## src/rtl/xor_sequencer_pkg.sv

```systemverilog
// Shared encodings for the XOR endpoint-register sequencer: datapath
// instructions and sequencer FSM states.
package xor_sequencer_pkg;

    localparam int ISSUED_W = 16;

    typedef enum logic [1:0] {
        OP_HOLD  = 2'b00,
        OP_CLEAR = 2'b01,
        OP_SHIFT = 2'b10,
        OP_XOR   = 2'b11
    } op_e;

    typedef enum logic [1:0] {
        ST_IDLE  = 2'b00,
        ST_ISSUE = 2'b01,
        ST_DRAIN = 2'b10
    } state_e;

endpackage

```

## src/rtl/xor_sequencer_down_counter.sv

```systemverilog
// Loadable down-counter shared by the repeat and drain phases; zero marks
// the final cycle of the phase currently being timed.
module seq_down_counter #(
    parameter int W = 8
) (
    input  logic         clk,
    input  logic         reset,
    input  logic         load,
    input  logic [W-1:0] load_val,
    input  logic         dec,
    output logic         zero
);

    logic [W-1:0] cnt_q, cnt_d;

    always_comb begin
        cnt_d = cnt_q;
        if (load)
            cnt_d = load_val;
        else if (dec)
            cnt_d = cnt_q - W'(1);
    end

    always_ff @(posedge clk) begin
        if (reset)
            cnt_q <= '0;
        else
            cnt_q <= cnt_d;
    end

    assign zero = (cnt_q == '0);

endmodule

```

## src/rtl/xor_sequencer.sv

```systemverilog
// Command sequencer driving instruction/serial-in to the endpoint-register
// datapath: each command repeats its op for count+1 cycles, then drains.
module xor_sequencer
    import xor_sequencer_pkg::*;
#(
    parameter int CNT_W     = 8,
    parameter int DRAIN_CYC = 2
) (
    input  logic             clk,
    input  logic             reset,
    input  logic             cmd_valid,
    output logic             cmd_ready,
    input  logic [1:0]       cmd_op,
    input  logic [CNT_W-1:0] cmd_count,
    input  logic             cmd_zin,
    input  logic             abort,
    output logic [1:0]       inst,
    output logic             ztonxor,
    output logic             busy,
    output logic             done,
    output logic             aborted,
    output logic [15:0]      issued_cnt
);

    // Counter must hold both a full repeat count and the drain reload value.
    localparam int DRAIN_W  = (DRAIN_CYC > 1) ? $clog2(DRAIN_CYC) : 1;
    localparam int CW       = (CNT_W > DRAIN_W) ? CNT_W : DRAIN_W;
    localparam int DRAIN_LD = (DRAIN_CYC > 0) ? DRAIN_CYC - 1 : 0;

    state_e              state_q, state_d;
    op_e                 inst_q, inst_d;
    logic                ztonxor_q, ztonxor_d;
    logic                done_q, done_d;
    logic                aborted_q, aborted_d;
    logic [ISSUED_W-1:0] issued_q, issued_d;

    logic          cnt_load, cnt_dec, cnt_zero;
    logic [CW-1:0] cnt_load_val;
    logic          accept;

    seq_down_counter #(.W(CW)) u_cnt (
        .clk      (clk),
        .reset    (reset),
        .load     (cnt_load),
        .load_val (cnt_load_val),
        .dec      (cnt_dec),
        .zero     (cnt_zero)
    );

    assign cmd_ready = !reset && !abort &&
                       ((state_q == ST_IDLE) || (state_q == ST_ISSUE && cnt_zero));
    assign accept    = cmd_valid && cmd_ready;

    always_comb begin
        state_d      = state_q;
        inst_d       = OP_HOLD;
        ztonxor_d    = 1'b0;
        done_d       = 1'b0;
        aborted_d    = 1'b0;
        issued_d     = issued_q + ISSUED_W'(inst_q != OP_HOLD);
        cnt_load     = 1'b0;
        cnt_dec      = 1'b0;
        cnt_load_val = CW'(cmd_count);

        case (state_q)
            ST_IDLE: begin
                if (accept) begin
                    state_d   = ST_ISSUE;
                    inst_d    = op_e'(cmd_op);
                    ztonxor_d = cmd_zin;
                    cnt_load  = 1'b1;
                end
            end
            ST_ISSUE: begin
                if (abort) begin
                    state_d   = ST_IDLE;
                    aborted_d = 1'b1;
                end else if (!cnt_zero) begin
                    inst_d    = inst_q;
                    ztonxor_d = ztonxor_q;
                    cnt_dec   = 1'b1;
                end else if (accept) begin
                    // Back-to-back command: no bubble, no drain, no done.
                    inst_d    = op_e'(cmd_op);
                    ztonxor_d = cmd_zin;
                    cnt_load  = 1'b1;
                end else if (DRAIN_CYC == 0) begin
                    state_d = ST_IDLE;
                    done_d  = 1'b1;
                end else begin
                    state_d      = ST_DRAIN;
                    cnt_load     = 1'b1;
                    cnt_load_val = CW'(DRAIN_LD);
                end
            end
            ST_DRAIN: begin
                if (abort) begin
                    state_d   = ST_IDLE;
                    aborted_d = 1'b1;
                end else if (cnt_zero) begin
                    state_d = ST_IDLE;
                    done_d  = 1'b1;
                end else begin
                    cnt_dec = 1'b1;
                end
            end
            default: state_d = ST_IDLE;
        endcase
    end

    always_ff @(posedge clk) begin
        if (reset) begin
            state_q   <= ST_IDLE;
            inst_q    <= OP_HOLD;
            ztonxor_q <= 1'b0;
            done_q    <= 1'b0;
            aborted_q <= 1'b0;
            issued_q  <= '0;
        end else begin
            state_q   <= state_d;
            inst_q    <= inst_d;
            ztonxor_q <= ztonxor_d;
            done_q    <= done_d;
            aborted_q <= aborted_d;
            issued_q  <= issued_d;
        end
    end

    assign inst       = inst_q;
    assign ztonxor    = ztonxor_q;
    assign busy       = (state_q != ST_IDLE);
    assign done       = done_q;
    assign aborted    = aborted_q;
    assign issued_cnt = issued_q;

endmodule

```

## config.mk

```make
export PLATFORM = sky130hd
export DESIGN_NAME = xor_sequencer
export DESIGN_NICKNAME = d
export VERILOG_FILES = /design/src/rtl/xor_sequencer_pkg.sv /design/src/rtl/xor_sequencer_down_counter.sv /design/src/rtl/xor_sequencer.sv
export SDC_FILE = /design/constraint.sdc
export NUM_CORES = 1
export LEC_CHECK = 0
export ABC_AREA = 1
export BUFFER_PORTS_ARGS = -buffer_cell sky130_fd_sc_hd__buf_2
export CORE_ASPECT_RATIO = 1.75
export CORE_MARGIN = 2
export CORE_UTILIZATION = 30
export DETAILED_ROUTE_END_ITERATION = 8
export SLEW_MARGIN = 20
export SYNTH_ARGS = -nofsm -noshare
export SYNTH_HDL_FRONTEND = slang
export SYNTH_SLANG_ARGS = --single-unit
export TNS_END_PERCENT = 30
```

## constraint.sdc

```tcl
create_clock -name clk -period 2.25 [get_ports clk]
set_clock_uncertainty 0.15 [all_clocks]
set_input_delay 0.1125 -clock clk [delete_from_list [all_inputs] [get_ports clk]]
set_output_delay 0.1125 -clock clk [all_outputs]
set_load 0.01 [all_outputs]
```

==> results.toml, run 1 <==
[finish]
area_delta_synth_final_pct = 27.5
fillers = 624
final_cell_mix = "47 x nand2_1, 37 x buf_2, 31 x dfxtp_1"
final_cell_area_sq_um = 2260
drive_above_1_share_pct = 26.2
final-seq-area_sq_um = 621
multi_input_area_sq_um = 998
nNetsFinal = 320
final_core_util_pct = 39.1
final_common_cell = "nand2_1"
antennaDiodeCount = 0

[die]
design.core.area_sq_um = 5790
start_util_pct = 30.6
io-pin-count = 38
die_x_microns = 62.1
die_area_sq_um = 6560
fp.dieH_microns = 106
rows = 37

[grt]
grt_usage_pct = 13.6
grt_pass1_wl_microns = 7150
grt_pass1_vias = 1622
gr-total-overflow = 0
grt_max_degree = 18
antenna_found_initial = 0

[critical_path]
worstReg2RegStart = "inst[1]"
cp.required_ns = 2.27
crit_path_max_incr_delay_ns = 0.34
crit_start = "inst[1]"
critPathArrivalTime_ns = 1.93
end_kind = "register"
cp_max_fo = 5
start_kind = "register"
crit_slowest_cell = "dfxtp_1"
path_cells = "or2_2 > ha_1 > ha_1 > nand2_1 > inv_1 > nand2_1 > nor3_4 > nand3_1 > o21ai_0 > a21oi_1"
crit_type = "register to register"

[sta]
slew_violations = 0
hold_viol_final = 1
tns_ns = 0
fmaxAchievable_mhz = 524
relSlewSlack_pct = 68.0
layout_setup_ws_ns = 0.342
period_share_pct = 84.8
setup_viol = 0
grt_setup_unrepaired = "false"
tightest_slew_ns = 0.480
period_needed_ns = 1.91
hold_ws_ns = -0.000908

[placement]
postPlaceCellArea_sq_um = 2040
post-dp-hpwl_microns = 3180
dp_worst_setup_slack_ns = 0.327
io_buffer_count = 37
gp_congestion = 0.850

[clock_tree]
path_clk_slew_ns = 0.07
insertion_delay_ns = 0.29
clock-sinks = 31
clockBufferDepth = 2
cts_max_level = 2
cts_resized = 0
cts_tree = "done"
cts-root-buf = "clkbuf_8"
cts_made_buffers = 5

[drt]
firstDrtPassIters = 4
vias_per_cell = 4.52
num_vias = 1699
drt_iter0_markers = 72
drcViolationCount = 0
wirelength_microns = 4160
post_drt_wl_per_cell_microns = 11.1
ant_nets = 0

[pwr]
finalPower_w = 0.00219
power.leakage_nw = 1.06
power_density_nw_per_um2 = 968
irDropWorstVdd_v = 0.000361

[logic_synthesis]
avgSynthCellArea_sq_um = 7.21
synthTopCellsByArea = "dfxtp_1 35%, nand2_1 10%, nor2_1 6.1%"
synth_top_cell_area_share_pct = 35.0
synth_area_leader_cell = "dfxtp_1"
syn_inst = 246
ys_seq_area_share_pct = 35.0
synthesis.area_sq_um = 1770
synth_fp_nets = 269
ys_warn_count = 0
synth-seq-cells = 31
ys_types = 33

[status]
status = "finished, violations left"
failed_checks = "negative hold slack"

[hold_path]
worstHoldPathType = "input pin to register"
hold_start = "cmd_count[7]"

[job]
maxCapViolations = 0
final timing paths:
check / endpoint / depth (start not counted) / slack, ns
setup / recovery: issued_cnt[14] / 10 / 0.34
hold / removal: u_cnt.cnt_q[7] / 5 / -0.0009
setup reg to reg: issued_cnt[14] / 10 / 0.34
hold reg to reg: ztonxor / 2 / 0.32
Yosys cell counts, drive strengths merged:
library cell / number
a211oi: 1
a21oi: 16
a31oi: 1
a41oi: 1
and3: 1
buf: 1
clkbuf: 2
clkinv: 3
dfxtp: 31
ha: 8
inv: 32
nand2: 56
nand3: 18
nand4: 6
nor2: 39
nor3: 5
nor4: 1
o21ai: 16
or2: 3
xor2: 5
where the power goes:
part	internal (W)	leakage (nW)	switching (W)
Clock	0.000358	0.0612	0.000223
Sequential	0.000616	0.252	0.0000602
Combinational	0.000359	0.746	0.000573
state kept, by name (all words and copies together), names as in the netlist:
register     count
issued_cnt      16
state_q          2
u_cnt.cnt_q      8
aborted          1
ztonxor          1
inst             2
done             1
cell families (layout without fill, tap and decap cells):
logic type,count (synthesis),after routing,share of synthesized area [%]
AO/OA/AOI/OAI,35,35,10.5
AND/OR/NAND/NOR,129,129,37.7
buffers and inverters,38,90,8.68
adder cells (fa/ha/maj),8,8,5.65
XOR/XNOR,5,5,2.47
flip-flops,31,31,35.0
stage by stage:
stage / instances / hold WS (ns)
after floorplan: 246 / 0.0838
after global placement: 358 / 0.235
after detailed placement: 358 / 0.241
after CTS: 376 / 0.00190
after global routing: 376 / 0.0182
final: 376 / -0.000908
per-layer routing:
layer  vias up  global-route usage, %  wire length, microns
met5         -                      0                     0
met4         0                   7.30                   107
met3         8                   2.45                   130
met2        29                   26.6                  2410
met1       772                   13.2                  1500
li1        890                      -                     -
what timing repair did:
action | in CTS | in global routing
setup buffers | 0 | 0
hold endpoints to repair | 10 | 0
hold buffers | 10 | 0
critical path: cells and delay by family, from the launching register on:
family / cells / cell delay, ns
AO/OA/AOI/OAI: 2 / 0.22
adder cells (fa/ha/maj): 2 / 0.34
buffers and inverters: 1 / 0.07
flip-flops: 1 / 0.34
AND/OR/NAND/NOR: 5 / 0.68
layout make-up:
cell class,count,share of cell area (%)
clock buffers,6,3.65
clock inverters,2,1.55
inverters,35,6.25
multi-input cells,177,44.2
flip-flops and latches,31,27.4
well taps,78,4.32
repair buffers,47,12.6
(Power assumes the default switching activity.)
==> inputs of run 2 (changes only) <==
--- a/config.mk
+++ b/config.mk
@@ -5,7 +5,7 @@
 export SDC_FILE = /design/constraint.sdc
 export NUM_CORES = 1
 export LEC_CHECK = 0
-export ABC_AREA = 1
+export ABC_AREA = 0
 export BUFFER_PORTS_ARGS = -buffer_cell sky130_fd_sc_hd__buf_2
 export CORE_ASPECT_RATIO = 1.75
 export CORE_MARGIN = 2
==> constraint.sdc (replaced) <==
create_clock -name clk -period 1.68 [get_ports clk]
set_clock_uncertainty 0.15 [all_clocks]
set_input_delay 0.084 -clock clk [delete_from_list [all_inputs] [get_ports clk]]
set_output_delay 0.084 -clock clk [all_outputs]
set_load 0.01 [all_outputs]
==> results.toml, run 2 <==
[status]
status = "finished, violations left"
failed_checks = "negative setup slack"

[die]
die_x_microns = 59.3
io-pin-count = 38
start_util_pct = 30.8
design.core.area_sq_um = 5210
fp.dieH_microns = 101
rows = 35
die_area_sq_um = 5980

[hold_path]
hold_start = "abort"
holdPathEnd = "done"
hold_depth = 3
worstHoldPathType = "input pin to register"

[logic_synthesis]
synth_flop_cell = "dfxtp_1"
synth_fp_nets = 209
ys_seq_area_share_pct = 38.6
async_flop_share_pct = 0
synth_edf_count = 0
synth_top_cell_area_share_pct = 38.6
synth-seq-cells = 31
avgSynthCellArea_sq_um = 8.64
synth.most_common_cell = "dfxtp_1"
ys_warn_count = 0
ys_types = 46
synth_area_leader_cell = "dfxtp_1"
synth_commonest_cells = "31 x dfxtp_1, 29 x nor2_1, 16 x nand2_1, 11 x inv_1, 9 x xor2_1"
synthesis.area_sq_um = 1610
synthTopCellsByArea = "dfxtp_1 39%, nor2_1 6.8%, ha_1 6.2%"
syn_inst = 186

[placement]
post-dp-hpwl_microns = 3390
postPlaceCellArea_sq_um = 2310
io_buffer_count = 37
dp_worst_setup_slack_ns = -0.325
gp_congestion = 0.834

[clock_tree]
cts_made_buffers = 5
clock-sinks = 31
insertion_delay_ns = 0.28
cts_tree = "done"
clockBufferDepth = 2
path_clk_slew_ns = 0.07
cts_max_level = 2
cts-root-buf = "clkbuf_8"

[finish]
antennaDiodeCount = 0
final_cell_mix = "55 x buf_4, 37 x buf_2, 29 x nor2_1"
drive_above_1_share_pct = 50.7
area_delta_synth_final_pct = 68.9
final_common_cell = "buf_4"
final_cell_area_sq_um = 2710
nNetsFinal = 320
largest_register_ffs = 16

[drt]
num_vias = 1729
ant_nets = 0
post_drt_wl_per_cell_microns = 13.1
firstDrtPassIters = 4
drcViolationCount = 0
drt_iter0_markers = 70
vias_per_cell = 4.90
wirelength_microns = 4620

[critical_path]
cp_max_fo = 4
start_kind = "register"
cp.required_ns = 1.72
crit_type = "register to register"
worst-r2r-setup-slack_ns = -0.18
worstReg2RegStart = "state_q[1]"
end_kind = "register"
critPathArrivalTime_ns = 1.90
r2r-end = "u_cnt.cnt_q[2]"
reg2regPathDepth = 7

[pwr]
irDropWorstVdd_v = 0.000935
power.leakage_nw = 1.22
power_density_nw_per_um2 = 1310
finalPower_w = 0.00355

[sta]
tightest_slew_ns = 0.425
slew_violations = 0
relSlewSlack_pct = 71.5
period_share_pct = 111
hold_viol_final = 0
period_needed_ns = 1.86
fmaxAchievable_mhz = 537
hold_ws_ns = 0.0270
layout_setup_ws_ns = -0.182
setup_viol = 10
grt_setup_unrepaired = "true"

[grt]
grt_max_degree = 16
grt_usage_pct = 16.9
grt_pass1_wl_microns = 7660
gr-total-overflow = 0
antenna_found_initial = 0
grt_pass1_vias = 1789

[job]
maxCapViolations = 0
-- run 2: cell types whose count changed after synthesis, moves of 5 or more --
cell     delta
o21ai_1     -9
inv_1      -16
nand3_1     -6
nor2_2      -7
o21ai_0     -5
xnor2_1     +7
nor2b_1     +6
nand2_1    -31
a21oi_1    -11
-- run 2: logic make-up after synthesis --
family | synth area share, %
AO/OA/AOI/OAI | 12.7
XOR/XNOR | 8.72
adder cells (fa/ha/maj) | 6.23
buffers and inverters | 3.58
flip-flops | 38.6
multiplexers | 1.87
AND/OR/NAND/NOR | 28.3
-- run 2: layout make-up --
cell class,instances,area [sq um]
Clock buffer,5,68.8
Clock inverter,3,15.0
Fill cell,505,2500
Inverter,11,41.3
Multi-Input combinational cell,140,1130
Sequential cell,31,629
Tap cell,55,68.8
Timing Repair Buffer,108,764
-- run 2: stage by stage --
step	setup TNS, ns	cells	utilization, %
after floorplan	-2.12	186	-
after global routing	-2.51	353	52.1
final	-1.37	353	52.1
after global placement	-3.34	329	44.3
after detailed placement	-3.67	329	44.3
after CTS	-1.37	352	51.6
-- run 2: worst max-delay path by stage --
stage / from / to / slack [ns] / depth (start not counted)
4_1_cts: u_cnt.cnt_q[0] / cmd_ready / -0.18 / 8
3_5_place_dp: state_q[0] / u_cnt.cnt_q[2] / -0.33 / 6
5_1_grt: state_q[1] / u_cnt.cnt_q[2] / -0.25 / 7
6_report: state_q[1] / u_cnt.cnt_q[2] / -0.18 / 7
3_3_place_gp: state_q[0] / u_cnt.cnt_q[4] / -0.31 / 8
2_1_floorplan: u_cnt.cnt_q[1] / u_cnt.cnt_q[4] / -0.33 / 8
-- run 2: power breakdown --
part           internal [W]  switching (W)
clock network      0.000283       0.000295
logic               0.00112       0.000931
registers          0.000834      0.0000798
-- run 2: repair_timing --
item / CTS / global route
endpoints found under the setup margin: 19 / 23
buffers inserted: 4 / 1
resized for setup: 31 / 6
pin swaps: 13 / 10
endpoints found under the hold margin: 11 / 0
hold buffers: 11 / 0
-- run 2: critical path: stages, from the launching register on --
cell,delay (ns)
dfxtp_2,0.34
inv_2,0.06
ha_4,0.15
nor2b_4,0.12
and3_4,0.17
or3_4,0.36
a31o_1,0.21
a221oi_2,0.21
-- run 2: layer usage --
metal  vias up  routed length [microns]  track usage [%]
met2        60                     2530             31.7
met1       788                     1700             16.8
met5         -                        0                0
met4         0                      186             9.09
met3        15                      205             2.57
li1        866                        -                -
==> inputs of run 3 (changes only) <==
--- a/config.mk
+++ b/config.mk
@@ -14,5 +14,6 @@
 export SLEW_MARGIN = 20
 export SYNTH_ARGS = -nofsm -noshare
 export SYNTH_HDL_FRONTEND = slang
+export SYNTH_HIERARCHICAL = 1
 export SYNTH_SLANG_ARGS = --single-unit
 export TNS_END_PERCENT = 30
==> results.toml, run 3 <==
[status]
status = "finished, violations left"
failed_checks = "negative setup slack"

[logic_synthesis]
ys_warn_count = 6
synth.most_common_cell = "dfxtp_1"
synth_fp_nets = 213
synth_area_leader_cell = "dfxtp_1"
synthTopCellsByArea = "dfxtp_1 39%, ha_1 6.3%, nor2_1 6.1%"
synth_commonest_cells = "31 x dfxtp_1, 26 x nor2_1, 15 x nand2_1, 11 x xnor2_1, 10 x inv_1"
async_flop_share_pct = 0
syn_inst = 190
synth_top_cell_area_share_pct = 38.9
synthesis.area_sq_um = 1600
ys_seq_area_share_pct = 38.9
synth_edf_count = 0
synth-seq-cells = 31
synth_flop_cell = "dfxtp_1"
ys_types = 43
avgSynthCellArea_sq_um = 8.40

[critical_path]
path_cells = "inv_1 > ha_1 > nor4b_4 > buf_4 > nor3b_2 > nand2_2 > or4_2 > a311oi_1"
crit_type = "register to register"
crit_start = "u_cnt/cnt_q[0]"
path_delay_family = "simple AND/OR/NAND/NOR gates"
worstReg2RegStart = "u_cnt/cnt_q[0]"
worst-r2r-setup-slack_ns = -0.62
start_kind = "register"
end_kind = "register"
timing.critical_path.buf_inv = 2
cp_max_fo = 4
crit_slowest_cell = "or4_2"
critPathArrivalTime_ns = 2.33
cp.required_ns = 1.71
crit_path_max_incr_delay_ns = 0.55

[drt]
num_vias = 1689
wirelength_microns = 4390
drcViolationCount = 0
vias_per_cell = 5.06
ant_nets = 0
post_drt_wl_per_cell_microns = 13.1
drt_iter0_markers = 99
firstDrtPassIters = 4

[sta]
fmaxAchievable_mhz = 435
slew_violations = 0
hold_viol_final = 0
tightest_slew_ns = 0.358
period_share_pct = 137
grt_setup_unrepaired = "true"
relSlewSlack_pct = 75.9
layout_setup_ws_ns = -0.621
setup_viol = 15
period_needed_ns = 2.30

[grt]
grt_max_degree = 28
antenna_found_initial = 0
grt_pass1_vias = 1710
grt_usage_pct = 16.1
grt_pass1_wl_microns = 7350
gr-total-overflow = 0

[die]
die_area_sq_um = 5940
start_util_pct = 30.6
rows = 35
io-pin-count = 38
die_x_microns = 59.1
fp.dieH_microns = 101
design.core.area_sq_um = 5210

[clock_tree]
cts_tree = "done"
cts_made_buffers = 5
cts_max_level = 2
cts-root-buf = "clkbuf_8"
clockBufferDepth = 2
insertion_delay_ns = 0.28
path_clk_slew_ns = 0.07
clock-sinks = 31

[finish]
final_cell_area_sq_um = 2500
drive_above_1_share_pct = 44.4
area_delta_synth_final_pct = 56.4
final_cell_mix = "41 x buf_4, 37 x buf_2, 28 x dfxtp_1"
largest_register_ffs = 16
fillers = 492
fin_cells = 334
nNetsFinal = 301
antennaDiodeCount = 0
final_common_cell = "buf_4"

[job]
maxCapViolations = 0

[pwr]
power_frac_clock_pct = 19.8
power.leakage_nw = 1.04
irDropWorstVdd_v = 0.000971
sw_frac_of_total_pct = 33.2
power.switching_w = 0.000950
p_comb_share_pct = 49.5
p_int_w = 0.00191
seqPwrFrac_pct = 30.6
power_density_nw_per_um2 = 1140

[placement]
post-dp-hpwl_microns = 3140
dp_worst_setup_slack_ns = -0.697
placed_cells = 315
io_buffer_count = 37
gp_congestion = 0.819
postPlaceCellArea_sq_um = 2140

[hold_path]
worstHoldPathType = "input pin to register"
hold_start = "cmd_count[0]"
[run 3: worst paths after layout]
path,endpoint,cells past startpoint
setup / recovery,u_cnt/cnt_q[4],8
hold / removal,u_cnt/cnt_q[0],4
setup reg to reg,u_cnt/cnt_q[4],8
hold reg to reg,ztonxor,2
[run 3: cell families (layout without fill, tap and decap cells)]
group                      after synthesis  count (layout)  share of synthesized area [%]
xor gates and xnor gates                14              14                           7.68
AOI/OAI and AO/OA                       30              30                           12.7
muxes                                    1               1                          0.705
and+or+nand+nor                         90              90                           29.9
adders and majority gates                8               8                           6.27
DFF                                     31              31                           38.9
buffers and inverters                   16             105                           3.84
[run 3: through the flow]
stage	hold slack, ns	TNS [ns]	total power [W]	util [%]
after floorplan	0.00992	-6.46	0.00146	-
after global placement	0.185	-8.35	0.00194	41.1
after detailed placement	0.188	-9.31	0.00196	41.1
after CTS	0.0178	-7.87	0.00281	46.6
after global routing	0.0353	-9.62	0.00305	47.9
final	0.0215	-7.70	0.00286	47.9
[run 3: what timing repair did]
action / in CTS / in global routing
endpoints found under the hold margin: 4 / 0
endpoints found under the setup margin: 23 / 25
hold buffers: 4 / 0
setup buffers: 6 / 1
gates resized for setup: 26 / 11
pin swaps: 14 / 5
[run 3: power by group through the flow]
stage / clock network (W) / logic, W / registers (W)
6_report: 0.000567 / 0.00142 / 0.000875
5_1_grt: 0.000619 / 0.00154 / 0.000885
4_1_cts: 0.000590 / 0.00134 / 0.000874
3_5_place_dp: 0 / 0.00107 / 0.000890
3_3_place_gp: 0 / 0.00105 / 0.000889
2_1_floorplan: 0 / 0.000547 / 0.000916
[run 3: cell type report]
cell class	count	area (sq um)	share of cell area, %
Multi-Input combinational cell	143	1090	43.8
Sequential cell	31	624	25.0
Timing Repair Buffer	87	589	23.6
Clock buffer	7	76.3	3.06
Tap cell	55	68.8	2.76
Inverter	10	40.0	1.60
Clock inverter	1	5.00	0.200
[run 3: routing by layer]
layer  global-route usage, %  share of wire (%)  vias to the layer above
met5                       0                  0                        -
met3                    3.34                4.4                       10
met2                    30.0                 55                       51
met4                    7.17                2.6                        0
met1                    16.4                 38                      785
li1                        -                  -                      843
[run 3: tightest hold or removal path, stage by stage]
cell	delay, ns
buf_2	0.07
nand2b_1	0.09
nand2_1	0.05
a21oi_1	0.12
